### src/rtl/pic_pkg.sv
// pic_pkg: shared types, read-select codes and bit positions for the 8259 bus front end.
package pic_pkg;
    localparam int PIC_DW = 8;

    typedef enum logic [2:0] {
        CW_ICW1 = 3'd0,
        CW_ICW2 = 3'd1,
        CW_ICW3 = 3'd2,
        CW_ICW4 = 3'd3,
        CW_OCW1 = 3'd4,
        CW_OCW2 = 3'd5,
        CW_OCW3 = 3'd6,
        CW_NONE = 3'd7
    } cw_type_t;

    typedef enum logic [2:0] {
        WAIT_ICW1,
        WAIT_ICW2,
        WAIT_ICW3,
        WAIT_ICW4,
        READY
    } seq_state_t;

    localparam logic [2:0] RD_IDLE = 3'b000;
    localparam logic [2:0] RD_IRR  = 3'b001;
    localparam logic [2:0] RD_ISR  = 3'b101;
    localparam logic [2:0] RD_IMR  = 3'b011;

    localparam int ICW1_D4 = 4;
    localparam int IC4     = 0;
    localparam int SNGL    = 1;
    localparam int OCW3_D3 = 3;
    localparam int RR      = 1;
    localparam int RIS     = 0;

    function automatic logic [2:0] rd_code(input logic isr);
        return isr ? RD_ISR : RD_IRR;
    endfunction
endpackage

### src/rtl/pic_bus_sync.sv
// pic_bus_sync: optional input synchronizer (PIC_INPUT_SYNC_EN) plus write capture/commit detect.
// A write commits on the first sample with wr_n high after a clean write sample.
module pic_bus_sync
    import pic_pkg::*;
#(
    parameter int DW = PIC_DW
) (
    input  logic          clk,
    input  logic          reset,
    input  logic          cs_n,
    input  logic          rd_n,
    input  logic          wr_n,
    input  logic          a0,
    input  logic [DW-1:0] data_in,
    output logic          wr_commit,
    output logic          wr_a0,
    output logic [DW-1:0] wr_data,
    output logic          rd_req,
    output logic          rd_a0
);
    logic [DW+3:0] bus;
    logic          s_cs_n, s_rd_n, s_wr_n, s_a0;
    logic [DW-1:0] s_data;
    logic          wr_cycle, pending;

`ifdef PIC_INPUT_SYNC_EN
    localparam logic [DW+3:0] BUS_IDLE = {3'b111, {(DW+1){1'b0}}};
    logic [DW+3:0] s1, s2;

    always_ff @(posedge clk) begin
        if (reset) begin
            s1 <= BUS_IDLE;
            s2 <= BUS_IDLE;
        end else begin
            s1 <= {cs_n, rd_n, wr_n, a0, data_in};
            s2 <= s1;
        end
    end

    assign bus = s2;
`else
    assign bus = {cs_n, rd_n, wr_n, a0, data_in};
`endif

    assign {s_cs_n, s_rd_n, s_wr_n, s_a0, s_data} = bus;
    assign wr_cycle = ~s_cs_n & ~s_wr_n & s_rd_n;

    // Any sample that is not a clean write either commits (wr_n high) or discards the capture.
    always_ff @(posedge clk) begin
        if (reset) begin
            pending <= 1'b0;
            wr_a0   <= 1'b0;
            wr_data <= '0;
        end else begin
            pending <= wr_cycle;
            if (wr_cycle) begin
                wr_a0   <= s_a0;
                wr_data <= s_data;
            end
        end
    end

    assign wr_commit = pending & s_wr_n;
    assign rd_req    = ~s_cs_n & ~s_rd_n & s_wr_n;
    assign rd_a0     = s_a0;
endmodule

### src/rtl/pic_rw_sequencer.sv
// pic_rw_sequencer: 8259 bus front end; ICW1..ICW4 init sequencing, command classification, read select.
// Define PIC_INPUT_SYNC_EN to add a 2-flop input synchronizer (+2 cycles latency).
module pic_rw_sequencer
    import pic_pkg::*;
#(
    parameter int DW         = PIC_DW,
    parameter bit RD_DEFAULT = 1'b1
) (
    input  logic          clk,
    input  logic          reset,
    input  logic          cs_n,
    input  logic          rd_n,
    input  logic          wr_n,
    input  logic          a0,
    input  logic [DW-1:0] data_in,
    output logic          cw_valid,
    output logic [2:0]    cw_type,
    output logic [DW-1:0] cw_data,
    output logic [2:0]    read_sel,
    output logic          data_oe,
    output logic          init_done
);
    localparam logic RD_ISR_RST = (RD_DEFAULT == 1'b0);

    seq_state_t    state, state_n;
    logic          wr_commit, wr_a0, rd_req, rd_a0;
    logic [DW-1:0] wr_data;
    logic          rd_isr, rd_isr_n, sngl, sngl_n, ic4, ic4_n, emit;
    logic [2:0]    typ_n, read_sel_n;

    pic_bus_sync #(.DW(DW)) u_sync (
        .clk       (clk),
        .reset     (reset),
        .cs_n      (cs_n),
        .rd_n      (rd_n),
        .wr_n      (wr_n),
        .a0        (a0),
        .data_in   (data_in),
        .wr_commit (wr_commit),
        .wr_a0     (wr_a0),
        .wr_data   (wr_data),
        .rd_req    (rd_req),
        .rd_a0     (rd_a0)
    );

    always_ff @(posedge clk) begin
        if (reset) begin
            state    <= WAIT_ICW1;
            rd_isr   <= RD_ISR_RST;
            sngl     <= 1'b0;
            ic4      <= 1'b0;
            cw_valid <= 1'b0;
            cw_type  <= CW_NONE;
            cw_data  <= '0;
            read_sel <= RD_IDLE;
            data_oe  <= 1'b0;
        end else begin
            state    <= state_n;
            rd_isr   <= rd_isr_n;
            sngl     <= sngl_n;
            ic4      <= ic4_n;
            cw_valid <= emit;
            if (emit) begin
                cw_type <= typ_n;
                cw_data <= wr_data;
            end
            read_sel <= read_sel_n;
            data_oe  <= rd_req;
        end
    end

    // ICW1 restarts the sequence from any state; everything else depends on where we are.
    always_comb begin
        state_n  = state;
        rd_isr_n = rd_isr;
        sngl_n   = sngl;
        ic4_n    = ic4;
        emit     = 1'b0;
        typ_n    = CW_NONE;
        if (wr_commit) begin
            if (!wr_a0 && wr_data[ICW1_D4]) begin
                emit     = 1'b1;
                typ_n    = CW_ICW1;
                sngl_n   = wr_data[SNGL];
                ic4_n    = wr_data[IC4];
                rd_isr_n = RD_ISR_RST;
                state_n  = WAIT_ICW2;
            end else begin
                case (state)
                    WAIT_ICW2: if (wr_a0) begin
                        emit  = 1'b1;
                        typ_n = CW_ICW2;
                        if (!sngl)    state_n = WAIT_ICW3;
                        else if (ic4) state_n = WAIT_ICW4;
                        else          state_n = READY;
                    end
                    WAIT_ICW3: if (wr_a0) begin
                        emit    = 1'b1;
                        typ_n   = CW_ICW3;
                        state_n = ic4 ? WAIT_ICW4 : READY;
                    end
                    WAIT_ICW4: if (wr_a0) begin
                        emit    = 1'b1;
                        typ_n   = CW_ICW4;
                        state_n = READY;
                    end
                    READY: begin
                        emit  = 1'b1;
                        typ_n = wr_a0 ? CW_OCW1 : wr_data[OCW3_D3] ? CW_OCW3 : CW_OCW2;
                        if (!wr_a0 && wr_data[OCW3_D3] && wr_data[RR]) rd_isr_n = wr_data[RIS];
                    end
                    default: ;
                endcase
            end
        end
        read_sel_n = rd_req ? (rd_a0 ? RD_IMR : rd_code(rd_isr)) : RD_IDLE;
    end

    assign init_done = (state == READY);
endmodule

### config.mk
export PLATFORM = sky130hd
export DESIGN_NAME = pic_rw_sequencer
export DESIGN_NICKNAME = d
export VERILOG_FILES = /design/src/rtl/pic_pkg.sv /design/src/rtl/pic_bus_sync.sv /design/src/rtl/pic_rw_sequencer.sv
export SDC_FILE = /design/constraint.sdc
export NUM_CORES = 1
export LEC_CHECK = 0
export BUFFER_PORTS_ARGS = -buffer_cell sky130_fd_sc_hd__buf_4
export CAP_MARGIN = 20
export CORE_UTILIZATION = 30
export CTS_BUF_LIST = sky130_fd_sc_hd__clkbuf_4 sky130_fd_sc_hd__clkbuf_8 sky130_fd_sc_hd__clkbuf_16
export CTS_CLUSTER_SIZE = 14
export DETAILED_ROUTE_END_ITERATION = 8
export GPL_TIMING_DRIVEN = 0
export PLACE_DENSITY = 0.46
export SYNTH_ARGS = -nofsm -noshare
export SYNTH_HDL_FRONTEND = slang
export SYNTH_HIERARCHICAL = 1
export SYNTH_SLANG_ARGS = --single-unit
### constraint.sdc
create_clock -name clk -period 2.1 [get_ports clk]
set_input_delay 0.105 -clock clk [delete_from_list [all_inputs] [get_ports clk]]
set_output_delay 0.105 -clock clk [all_outputs]
set_load 0.005 [all_outputs]
Word-level counts from Yosys, hierarchy flattened

Index checks and enable logic that the tools add are counted.

Bits in read-only memories: 0
Memories kept: 0
Bits in writable memories: 0
Bits in latches: 0
Logic and storage cells: 66
Output and inout bits: 17
Flip-flop bits (word level): 32

Eq/ne operators: 7
Div/mod/pow operators: 0
Magnitude comparators: 0
Multiplexer cells: 24
$mul: 0
Reduce and logical (&&, ||, !) cells: 13
Add/sub/neg operators: 0
Bitwise operators: 9
Shift operators: 0

Operator list:

| kind                                                   | number |
|---|---|
| two-way mux 3 bit                                      | 12 |
| case mux 3 bit (4 select lines)                        | 1 |
| inequality test 3 x 2 -> 1 bit (second input constant) | 3 |
| case mux 3 bit (3 select lines)                        | 1 |
| == test 3 x 2 -> 1 bit (second input constant)         | 2 |
| two-way mux 1 bit                                      | 6 |
| two-way mux 2 bit                                      | 3 |
| OR reduction 3 bit                                     | 2 |
| bitwise AND 1 bit                                      | 5 |
| AND reduction 5 bit                                    | 1 |
| NOT 1 bit                                              | 4 |
| nonzero test 2 bit                                     | 2 |
| nonzero test 4 bit                                     | 1 |
| == test 3 x 1 -> 1 bit (second input constant)         | 1 |
| == test 3 bit (second input constant)                  | 1 |
| logical AND 1 bit                                      | 3 |
| AND reduction 3 bit                                    | 1 |
| case mux 1 bit (2 select lines)                        | 1 |
| AND reduction 2 bit                                    | 1 |
| OR reduction 2 bit                                     | 1 |
| logical NOT 1 bit                                      | 1 |

Logic depth before layout (Yosys ltp)

Gate-level depths: netlist of run 1.

Word-level depth: 6
Gate-level depth with buffers: 6
Gate-level depth less buffers: 5

Modules after synthesis

Netlist of run 1, hierarchy kept.

By module, submodules not included:

| module           | area an instance (um^2) | times used | cells each |
|---|---|---|---|
| pic_rw_sequencer | 940.9                   | 1          | 98 |
| pic_bus_sync     | 478.0                   | 1          | 45 |

Least setup slack after synthesis of run 1

Ideal clock, no wire load.

Kind: reg-to-reg
Start: register u_sync.pending
End: register cw_data[0]
Setup slack: 502 ps
Data required time: 1972 ps
Buffers on the path: 1
Arrival: 1471 ps
Cell stages (with the launch flop): 7
Path through: dfxtp_1 -> and2_1 -> and3b_4 -> a311oi_4 -> buf_6 -> mux2i_1 -> nor2_1

Word-level cells in the longest chain between the ends: 2

RTL lines:

| item                     | RTL line               | source |
|---|---|---|
| start: declaration       | pic_bus_sync.sv:24     | `logic wr_cycle, pending;` |
| start signal: assignment | pic_bus_sync.sv:55     | `pending <= wr_cycle;` |
| bitwise AND 1 bit        | pic_bus_sync.sv:63     | `assign wr_commit = pending & s_wr_n;` |
| via wr_commit            | pic_rw_sequencer.sv:26 | `logic wr_commit, wr_a0, rd_req, rd_a0;` |
| two-way mux 1 bit        | pic_rw_sequencer.sv:80 | `if (wr_commit) begin` |
| end signal: assignment   | pic_rw_sequencer.sv:65 | `cw_data <= wr_data;` |
| end: declaration         | pic_rw_sequencer.sv:18 | `output logic [DW-1:0] cw_data,` |

The timed path passes the listed nets, and every way through them passes these cells.
A chain may end at the register's enable or synchronous reset.

Worst setup path after layout of run 1

Start: register u_sync.pending
End: register cw_data[1]

Same word-level chain as after synthesis.

==> flow_summary.ini, run 1 <==
[outcome]
run_status = complete, but fails checks
failed_checks = design-rule violations

[cts]
cts_hold_repair.buffers = 0
clock_path_buffers = 2
postCtsSetupRepairBufs = 0
cts_resized = 0
cts_root_buffer = sky130_fd_sc_hd__clkbuf_8
clock-sinks = 32
cts_buffers = 5
clkLatencyLatePin_ps = 280
clock_tree.htree_level_count = 2
clock_tree_from_tritoncts = done
clock_transition_at_path_regs_ps = 60

[setup_path]
critPathLaunch = u_sync/pending
worstSetupPathType = register to register
critPathMaxFanout = 10
critical_path.endpoint_type = register
critical_path_required_ps = 2250
worst_ep_arrival_time_ps = 1990
timing.critical_path.from_type = register
source_of_the_worst_register_to_register_timing_path = u_sync/pending

[placement]
dpl.hpwl_um = 2190
io_buffers = 30
placement.cell_area_um2 = 1710
routability_congestion = 0.762

[layout]
design_area_um2 = 1810
layout.cells.most_common_list = sky130_fd_sc_hd__dfxtp_1 (32), sky130_fd_sc_hd__buf_4 (31), sky130_fd_sc_hd__nand2b_1 (21)
areaGrowthSynthToFinish_pct = 27.3
layout.cells.most_common = sky130_fd_sc_hd__dfxtp_1
drive_gt1_share_pct = 27.1
number_of_nets_in_the_finished_design = 194
antenna-diode-count = 0

[synth]
postSynthNetCount = 157
commonest_register_cell_after_synthesis = sky130_fd_sc_hd__dfxtp_1
post_synth_inst_count = 143
yosys.area_share.simple_pct = 25.1
synth_compound_area_share_pct = 10.5
synth_top_family_by_area = simple AND/OR/NAND/NOR gates
synthDistinctLibCells = 35
synthMuxAreaShare_pct = 14.2
mappedNetlistArea_um2 = 1420
yosysWarnings = 6
synth-async-reset-ratio_pct = 0
syn-mean-instance-area_um2 = 9.92
yosys.area_share.xor_xnor_pct = 0
synth-edff-count = 0
ys_ff_latch = 32
sequential_to_total_area_share_from_yosys_stat_pct = 45.1
synth_fa_ha_area_share_pct = 0

[routing]
remaining_drc_errors = 2
routed_via_density = 4.82
dr.pass1.iters = 6
highest_metal_layer_used_by_the_detailed_router = met4
finalWirelength_um = 3090
wl_met2_um = 1460
detailroute.via_count = 1124
antenna_violating_nets_left = 0
met3WireLength_um = 143
post_route_met1_wirelength_um = 1440
detail_route.wl_per_cell_um = 13.3
initial_detailed_routing_violation_count = 81

[pwr]
power.share.clock_pct = 42.2
p_int_mw = 0.951
sequentialPowerShare_pct = 51.5
vdd_drop_max_mv = 0.304
pwr_density_cell_nw_per_um2 = 668
total_switching_power_mw = 0.255
combinationalPowerShare_pct = 6.3
power.switching_fraction_pct = 21.2
static-leakage-power_nw = 0.785

[sta]
slew_viol_final = 0
min_period_over_period_pct = 87.6
worst_slew_margin_relative_to_its_limit_pct = 67.3
finalSetupTns_ps = 0
finalHoldViolCount = 0
worst_slew_pin_slew_ps = 491
final_period_minus_worst_setup_slack_ps = 1840
fmax_mhz = 543
clock_skew_ps = 4.72
rsz0062_at_grt = no
final_setup_vio_count = 0

[run]
max_cap_violations = 0

[floorplan]
floorplan.io_pins = 31
core_um2 = 4440
die_area_um2 = 5010
dieHeight_um = 70.8
die-width_um = 70.8
num_rows = 24
initial_utilization_pct = 31.9

[min_path]
worst_hold_path_type = primary input to register
hold_start = reset

[global_route]
vias_in_the_first_global_route = 1095
grt_pass1_wl_um = 5340
gr-total-overflow = 0
grt_max_degree = 11
grt_antenna_before_repair = 0
globalRouteTotalUtil_pct = 14.0
[registers in the layout (all words and copies together), names as in the netlist]
name	count
u_sync/wr_a0	1
data_oe	1
cw_data	8
cw_valid	1
cw_type	3
ic4	1
read_sel	3
sngl	1
u_sync/wr_data	8
state	3
u_sync/pending	1
rd_isr	1
[critical path, cell delays in order, from the launching register on]
cell and delay [ps]:
sky130_fd_sc_hd__dfxtp_1 300, sky130_fd_sc_hd__and2_1 240, sky130_fd_sc_hd__and3b_4 260, sky130_fd_sc_hd__a311oi_4 440
sky130_fd_sc_hd__buf_6 220, sky130_fd_sc_hd__mux2i_1 200, sky130_fd_sc_hd__nor2_1 50
[cell type report]
cell class | instances | area [um^2]
flip-flops and latches | 32 | 641
fillers | 466 | 2640
multi-input cells | 101 | 707
well taps | 52 | 65.1
clock buffers | 8 | 97.6
inverters | 3 | 11.3
plain buffers | 7 | 60.1
repair buffers | 30 | 225
[power by group through the flow]
stage | Clock [mW] | Sequential [mW] | Combinational, mW
after floorplan | 0 | 0.633 | 0.0436
after global placement | 0 | 0.635 | 0.0761
after detailed placement | 0 | 0.636 | 0.0772
after CTS | 0.529 | 0.622 | 0.0777
after global routing | 0.572 | 0.623 | 0.0838
final | 0.509 | 0.622 | 0.0760
[cell usage after synthesis (2+ instances only)]
library cell | count | share of area (%)
sky130_fd_sc_hd__nand2b_1 | 21 | 9.3
sky130_fd_sc_hd__buf_6 | 4 | 3.2
sky130_fd_sc_hd__a21oi_1 | 9 | 3.2
sky130_fd_sc_hd__dfxtp_1 | 32 | 45
sky130_fd_sc_hd__nor2b_1 | 3 | 1.3
sky130_fd_sc_hd__and2b_1 | 3 | 1.6
sky130_fd_sc_hd__inv_1 | 3 | 0.79
sky130_fd_sc_hd__and2_1 | 2 | 0.88
sky130_fd_sc_hd__o21ai_1 | 2 | 0.71
sky130_fd_sc_hd__mux2i_1 | 19 | 13
sky130_fd_sc_hd__nand2_1 | 2 | 0.53
sky130_fd_sc_hd__nor2_1 | 15 | 4.0
sky130_fd_sc_hd__o21ai_0 | 6 | 2.1
[metal layers]
metal | vias up | track usage [%]
li1 | 561 | -
met1 | 533 | 17.1
met2 | 23 | 22.3
met3 | 7 | 4.84
met4 | 0 | 6.00
met5 | - | 0
[stage by stage]
stage | hold WS, ps | std cells | util, % | total power [mW] | setup WS (ps)
floorplan | 192 | 143 | - | 0.677 | 502
global placement | 315 | 225 | 38.5 | 0.711 | 286
detailed placement | 320 | 225 | 38.5 | 0.713 | 260
CTS | 15.7 | 233 | 40.7 | 1.23 | 245
global route | 6.56 | 233 | 40.7 | 1.28 | 110
finish | 24.9 | 233 | 40.7 | 1.21 | 260
[cells by family after synthesis]
family	Yosys count
and+or+nand+nor	58
DFF	32
AOI/OAI and AO/OA	23
muxes	20
buffers and inverters	10
[path summary, 6_finish.rpt]
path / to / slack (ps) / depth (start not counted)
setup reg to reg: cw_data[1] / 260 / 6
setup / recovery: cw_data[1] / 260 / 6
hold / removal: data_oe / 20 / 2
hold reg to reg: u_sync/wr_data[2] / 470 / 2
Power figures use the tool's default switching activity.
==> run 2: changes to the inputs <==
- MAX_ROUTING_LAYER: default -> met4
- clock period: 2.1 -> 1.8 ns (I/O delays scaled with it)
==> flow_summary.ini, run 2 (synthesis gave the netlist of run 1 again) <==
[setup_path]
critical_path_depth = 6
worstSetupPathType = register to register
cp_slowest_stage_delay_ps = 300
worst_r2r_path_depth = 6
critical_path.endpoint_type = register
source_of_the_worst_register_to_register_timing_path = u_sync/pending
cp_num_buf_inv = 1
critical_path.reg2reg.endpoint = cw_data[7]
critPathMaxFanout = 7
timing.critical_path.max_delay_family = simple AND/OR/NAND/NOR gates
worst_ep_arrival_time_ps = 1810
critPathLaunch = u_sync/pending
r2r_slack_ps = 140
cpMaxStageDelayCell = sky130_fd_sc_hd__dfxtp_1
crit_path_cell_trace = and2_2, and4bb_2, a311oi_4, buf_4, mux2i_1, nor2_1
critical_path_required_ps = 1950
timing.critical_path.from_type = register

[layout]
number_of_nets_in_the_finished_design = 197
antenna-diode-count = 0
design_area_um2 = 1830
drive_gt1_share_pct = 28.8
layout.cells.most_common_list = sky130_fd_sc_hd__buf_4 (33), sky130_fd_sc_hd__dfxtp_1 (32), sky130_fd_sc_hd__nand2b_1 (21)
reg.largest.list = cw_data: 8 flops, u_sync/wr_data: 8 flops
postLayoutCoreUtil_pct = 41.2
areaGrowthSynthToFinish_pct = 29.2
layout.cells.most_common = sky130_fd_sc_hd__buf_4

[pwr]
static-leakage-power_nw = 0.796
pwr_density_cell_nw_per_um2 = 769
vdd_drop_max_mv = 0.356
totalPowerFinal_mw = 1.41

[cts]
clock_transition_at_path_regs_ps = 60
cts_buffers = 5
cts_root_buffer = sky130_fd_sc_hd__clkbuf_8
clkLatencyLatePin_ps = 280
clock_tree_from_tritoncts = done
clock-sinks = 32
clock_path_buffers = 2
clock_tree.htree_level_count = 2

[placement]
dpl.hpwl_um = 2190
worst_setup_timing_slack_at_the_placement_stage_ps = -40.0
placement.cell_area_um2 = 1710
routability_congestion = 0.773
io_buffers = 30

[floorplan]
initial_utilization_pct = 31.9
floorplan.io_pins = 31
die_area_um2 = 5010
core_um2 = 4440
die-width_um = 70.8
num_rows = 24
dieHeight_um = 70.8

[global_route]
grt_max_degree = 11
gr-total-overflow = 0
grt_antenna_before_repair = 0
vias_in_the_first_global_route = 1101
globalRouteTotalUtil_pct = 14.5
grt_pass1_wl_um = 5390

[sta]
final_setup_vio_count = 0
worst_slew_pin_slew_ps = 486
rsz0062_at_grt = no
finalHoldViolCount = 0
worst_slew_margin_relative_to_its_limit_pct = 67.6
slew_viol_final = 0
fmax_mhz = 603
final_period_minus_worst_setup_slack_ps = 1660
clock_skew_ps = 4.48
fin_ws_ps = 142
min_period_over_period_pct = 92.1

[outcome]
failed_checks = design-rule violations
run_status = complete, but fails checks

[min_path]
whs_path_depth = 3
hold_start = data_in[2]
hold_end = u_sync/wr_data[2]
worst_hold_path_type = primary input to register

[run]
max_cap_violations = 0

[routing]
initial_detailed_routing_violation_count = 80
routed_via_density = 4.78
finalWirelength_um = 3120
antenna_violating_nets_left = 0
detail_route.wl_per_cell_um = 13.2
dr.pass1.iters = 6
remaining_drc_errors = 2
detailroute.via_count = 1129
## run 2: changes by cell type in the layout (fill, tap and decap cells not counted), sizes merged
cell         change
buf              +2
dlygate4sd3      +1
## run 2: how the worst max path moves through the flow
stage / to / slack, ps
after CTS: cw_data[1] / 30
after global routing: cw_data[1] / 10
after global placement: cw_data[4] / -10
final: cw_data[7] / 140
after detailed placement: cw_data[1] / -40
after floorplan: cw_data[0] / 200
## run 2: layout make-up
cell class                 instances  area (um^2)
multi-input combinational        101          708
sequential                        32          641
clock buffer                       8         97.6
fill                             465         2610
timing repair buffer              33          250
inverter                           3         11.3
buffer                             7         60.1
tap                               52         65.1
## run 2: where the power goes
group / leakage (nW) / total, mW / switching (mW) / internal [mW]
Combinational: 0.485 / 0.0905 / 0.0386 / 0.0518
Sequential: 0.259 / 0.725 / 0.00779 / 0.718
Clock: 0.0523 / 0.594 / 0.253 / 0.342
## run 2: tightest hold or removal path: cells and delay by family
kind	cells	cell delay [ps]
buf+inv	1	110
simple gates	1	50
mux	1	60
## run 2: repair_timing
item,in CTS,in global routing
hold buffers,0,1
endpoints found under the setup margin,5,8
resized for setup,0,2
pin swaps,1,1
hold endpoints to repair,0,1
setup buffers,1,1
## run 2: metrics by stage
stage                     hold slack (ps)  std cells  setup TNS [ps]
final                                73.7        236               0
after global routing                 66.7        236               0
after CTS                           0.702        234               0
after detailed placement              305        225            -143
after global placement                300        225           -64.0
after floorplan                       177        143               0
## run 2: layer usage
metal / share of wire [%] / track usage (%) / routed length [um]
met3: 3.5 / 4.27 / 109
met5: 0 / - / 0
met1: 47 / 17.8 / 1480
met4: 1.8 / 6.00 / 56
met2: 47 / 22.3 / 1470
==> run 3: changes to the inputs <==
- CORE_MARGIN: default -> 2
- CORE_UTILIZATION: 30 -> 52
- PLACE_DENSITY: 0.46 -> 0.74
==> flow_summary.ini, run 3 (synthesis gave the netlist of run 1 again) <==
[layout]
design_area_um2 = 1780
layout.cells.most_common = sky130_fd_sc_hd__buf_4
filler_cell_count = 203
layout.cells.non_filler = 215
postLayoutCoreUtil_pct = 70.5
layout.cells.most_common_list = sky130_fd_sc_hd__buf_4 (33), sky130_fd_sc_hd__dfxtp_1 (32), sky130_fd_sc_hd__nand2b_1 (21)
drive_gt1_share_pct = 28.6
antenna-diode-count = 0
number_of_nets_in_the_finished_design = 198
areaGrowthSynthToFinish_pct = 25.3
reg.largest.list = cw_data: 8 flops, u_sync/wr_data: 8 flops

[floorplan]
die_area_um2 = 3160
initial_utilization_pct = 56.3
floorplan.io_pins = 31
dieHeight_um = 56.2
num_rows = 18
core_um2 = 2520
die-width_um = 56.2

[cts]
clock_path_buffers = 2
clock_tree_from_tritoncts = done
clkLatencyLatePin_ps = 330
clock_tree.htree_level_count = 2
clock-sinks = 32
cts_root_buffer = sky130_fd_sc_hd__clkbuf_4
cts_buffers = 5
clock_transition_at_path_regs_ps = 90

[routing]
finalWirelength_um = 2850
dr.pass1.iters = 3
remaining_drc_errors = 0
antenna_violating_nets_left = 0
detailroute.via_count = 1122
routed_via_density = 5.22
initial_detailed_routing_violation_count = 23
detail_route.wl_per_cell_um = 13.3

[global_route]
grt_antenna_before_repair = 0
vias_in_the_first_global_route = 1095
globalRouteTotalUtil_pct = 20.1
gr-total-overflow = 0
grt_max_degree = 11
grt_pass1_wl_um = 4730

[sta]
min_period_over_period_pct = 93.9
fin_ws_ps = 111
clock_skew_ps = 7.95
finalSetupTns_ps = 0
rsz0062_at_grt = no
final_period_minus_worst_setup_slack_ps = 1690
finalHoldViolCount = 0
worst_slew_pin_slew_ps = 454
worst_slew_margin_relative_to_its_limit_pct = 69.7
fmax_mhz = 592
slew_viol_final = 0
final_setup_vio_count = 0
timing.hold.ws_ps = 16.7

[placement]
placed_cells_incl_taps = 203
worst_setup_timing_slack_at_the_placement_stage_ps = 26.0
io_buffers = 30
dpl.hpwl_um = 2060
routability_congestion = 0.838
placement.cell_area_um2 = 1680

[outcome]
run_status = complete, no violations

[setup_path]
timing.critical_path.from_type = register
critPathLaunch = u_sync/pending
critical_path.endpoint_type = register
r2r_slack_ps = 110
worstSetupPathType = register to register
worst_r2r_path_depth = 6
critPathMaxFanout = 7
worst_setup_path_endpoint = cw_data[7]
critical_path_required_ps = 2010
critical_path.reg2reg.endpoint = cw_data[7]
worst_ep_arrival_time_ps = 1900
source_of_the_worst_register_to_register_timing_path = u_sync/pending

[pwr]
pwr_density_cell_nw_per_um2 = 715
static-leakage-power_nw = 0.784
vdd_drop_max_mv = 0.654
totalPowerFinal_mw = 1.27

[min_path]
worst_hold_path_type = primary input to register

[run]
max_cap_violations = 0
## run 3: area by class of cell
type / count / area (um^2) / share of cell area, %
repair buffers: 34 / 255 / 14.4
plain buffers: 7 / 60.1 / 3.38
inverters: 3 / 11.3 / 0.633
well taps: 30 / 37.5 / 2.11
multi-input cells: 101 / 707 / 39.8
flip-flops and latches: 32 / 641 / 36.0
clock buffers: 8 / 66.3 / 3.73
## run 3: metal layers
| metal | GRT usage [%] | share of wire [%] | vias up | wire, um |
|---|---|---|---|---|
| met5 | - | 0 | - | 0 |
| met4 | 10.2 | 2.6 | 0 | 74 |
| met3 | 7.21 | 4.6 | 10 | 130 |
| met2 | 31.3 | 48 | 25 | 1380 |
| met1 | 22.7 | 44 | 516 | 1270 |
| li1 | - | - | 571 | - |
## run 3: timing repair
item	CTS	global route
hold buffers	1	0
resized for setup	0	1
gates cloned	0	1
setup endpoints to repair	1	2
buffers inserted	1	1
pin swaps	1	1
hold endpoints to repair	1	0
## run 3: worst min-delay path by stage
stage,from,endpoint,slack (ps),cells after the start
2_1_floorplan,reset,data_oe,180,1
3_3_place_gp,reset,data_oe,300,2
3_5_place_dp,reset,data_oe,300,2
4_1_cts,data_in[2],u_sync/wr_data[2],4,3
5_1_grt,data_in[3],u_sync/wr_data[3],20,3
6_report,data_in[7],u_sync/wr_data[7],20,3
## run 3: critical path: stages (launching register included)
cell and delay (ps):
sky130_fd_sc_hd__dfxtp_1 300, sky130_fd_sc_hd__and2_1 230, sky130_fd_sc_hd__and4bb_2 310, sky130_fd_sc_hd__a311oi_4 280, sky130_fd_sc_hd__buf_4 200, sky130_fd_sc_hd__mux2i_1 180, sky130_fd_sc_hd__nor2_1 50
## run 3: where the power goes
| group | internal [mW] | switching (mW) | leakage, nW |
|---|---|---|---|
| Clock | 0.223 | 0.235 | 0.0394 |
| Sequential | 0.717 | 0.00804 | 0.259 |
| Combinational | 0.0518 | 0.0373 | 0.486 |
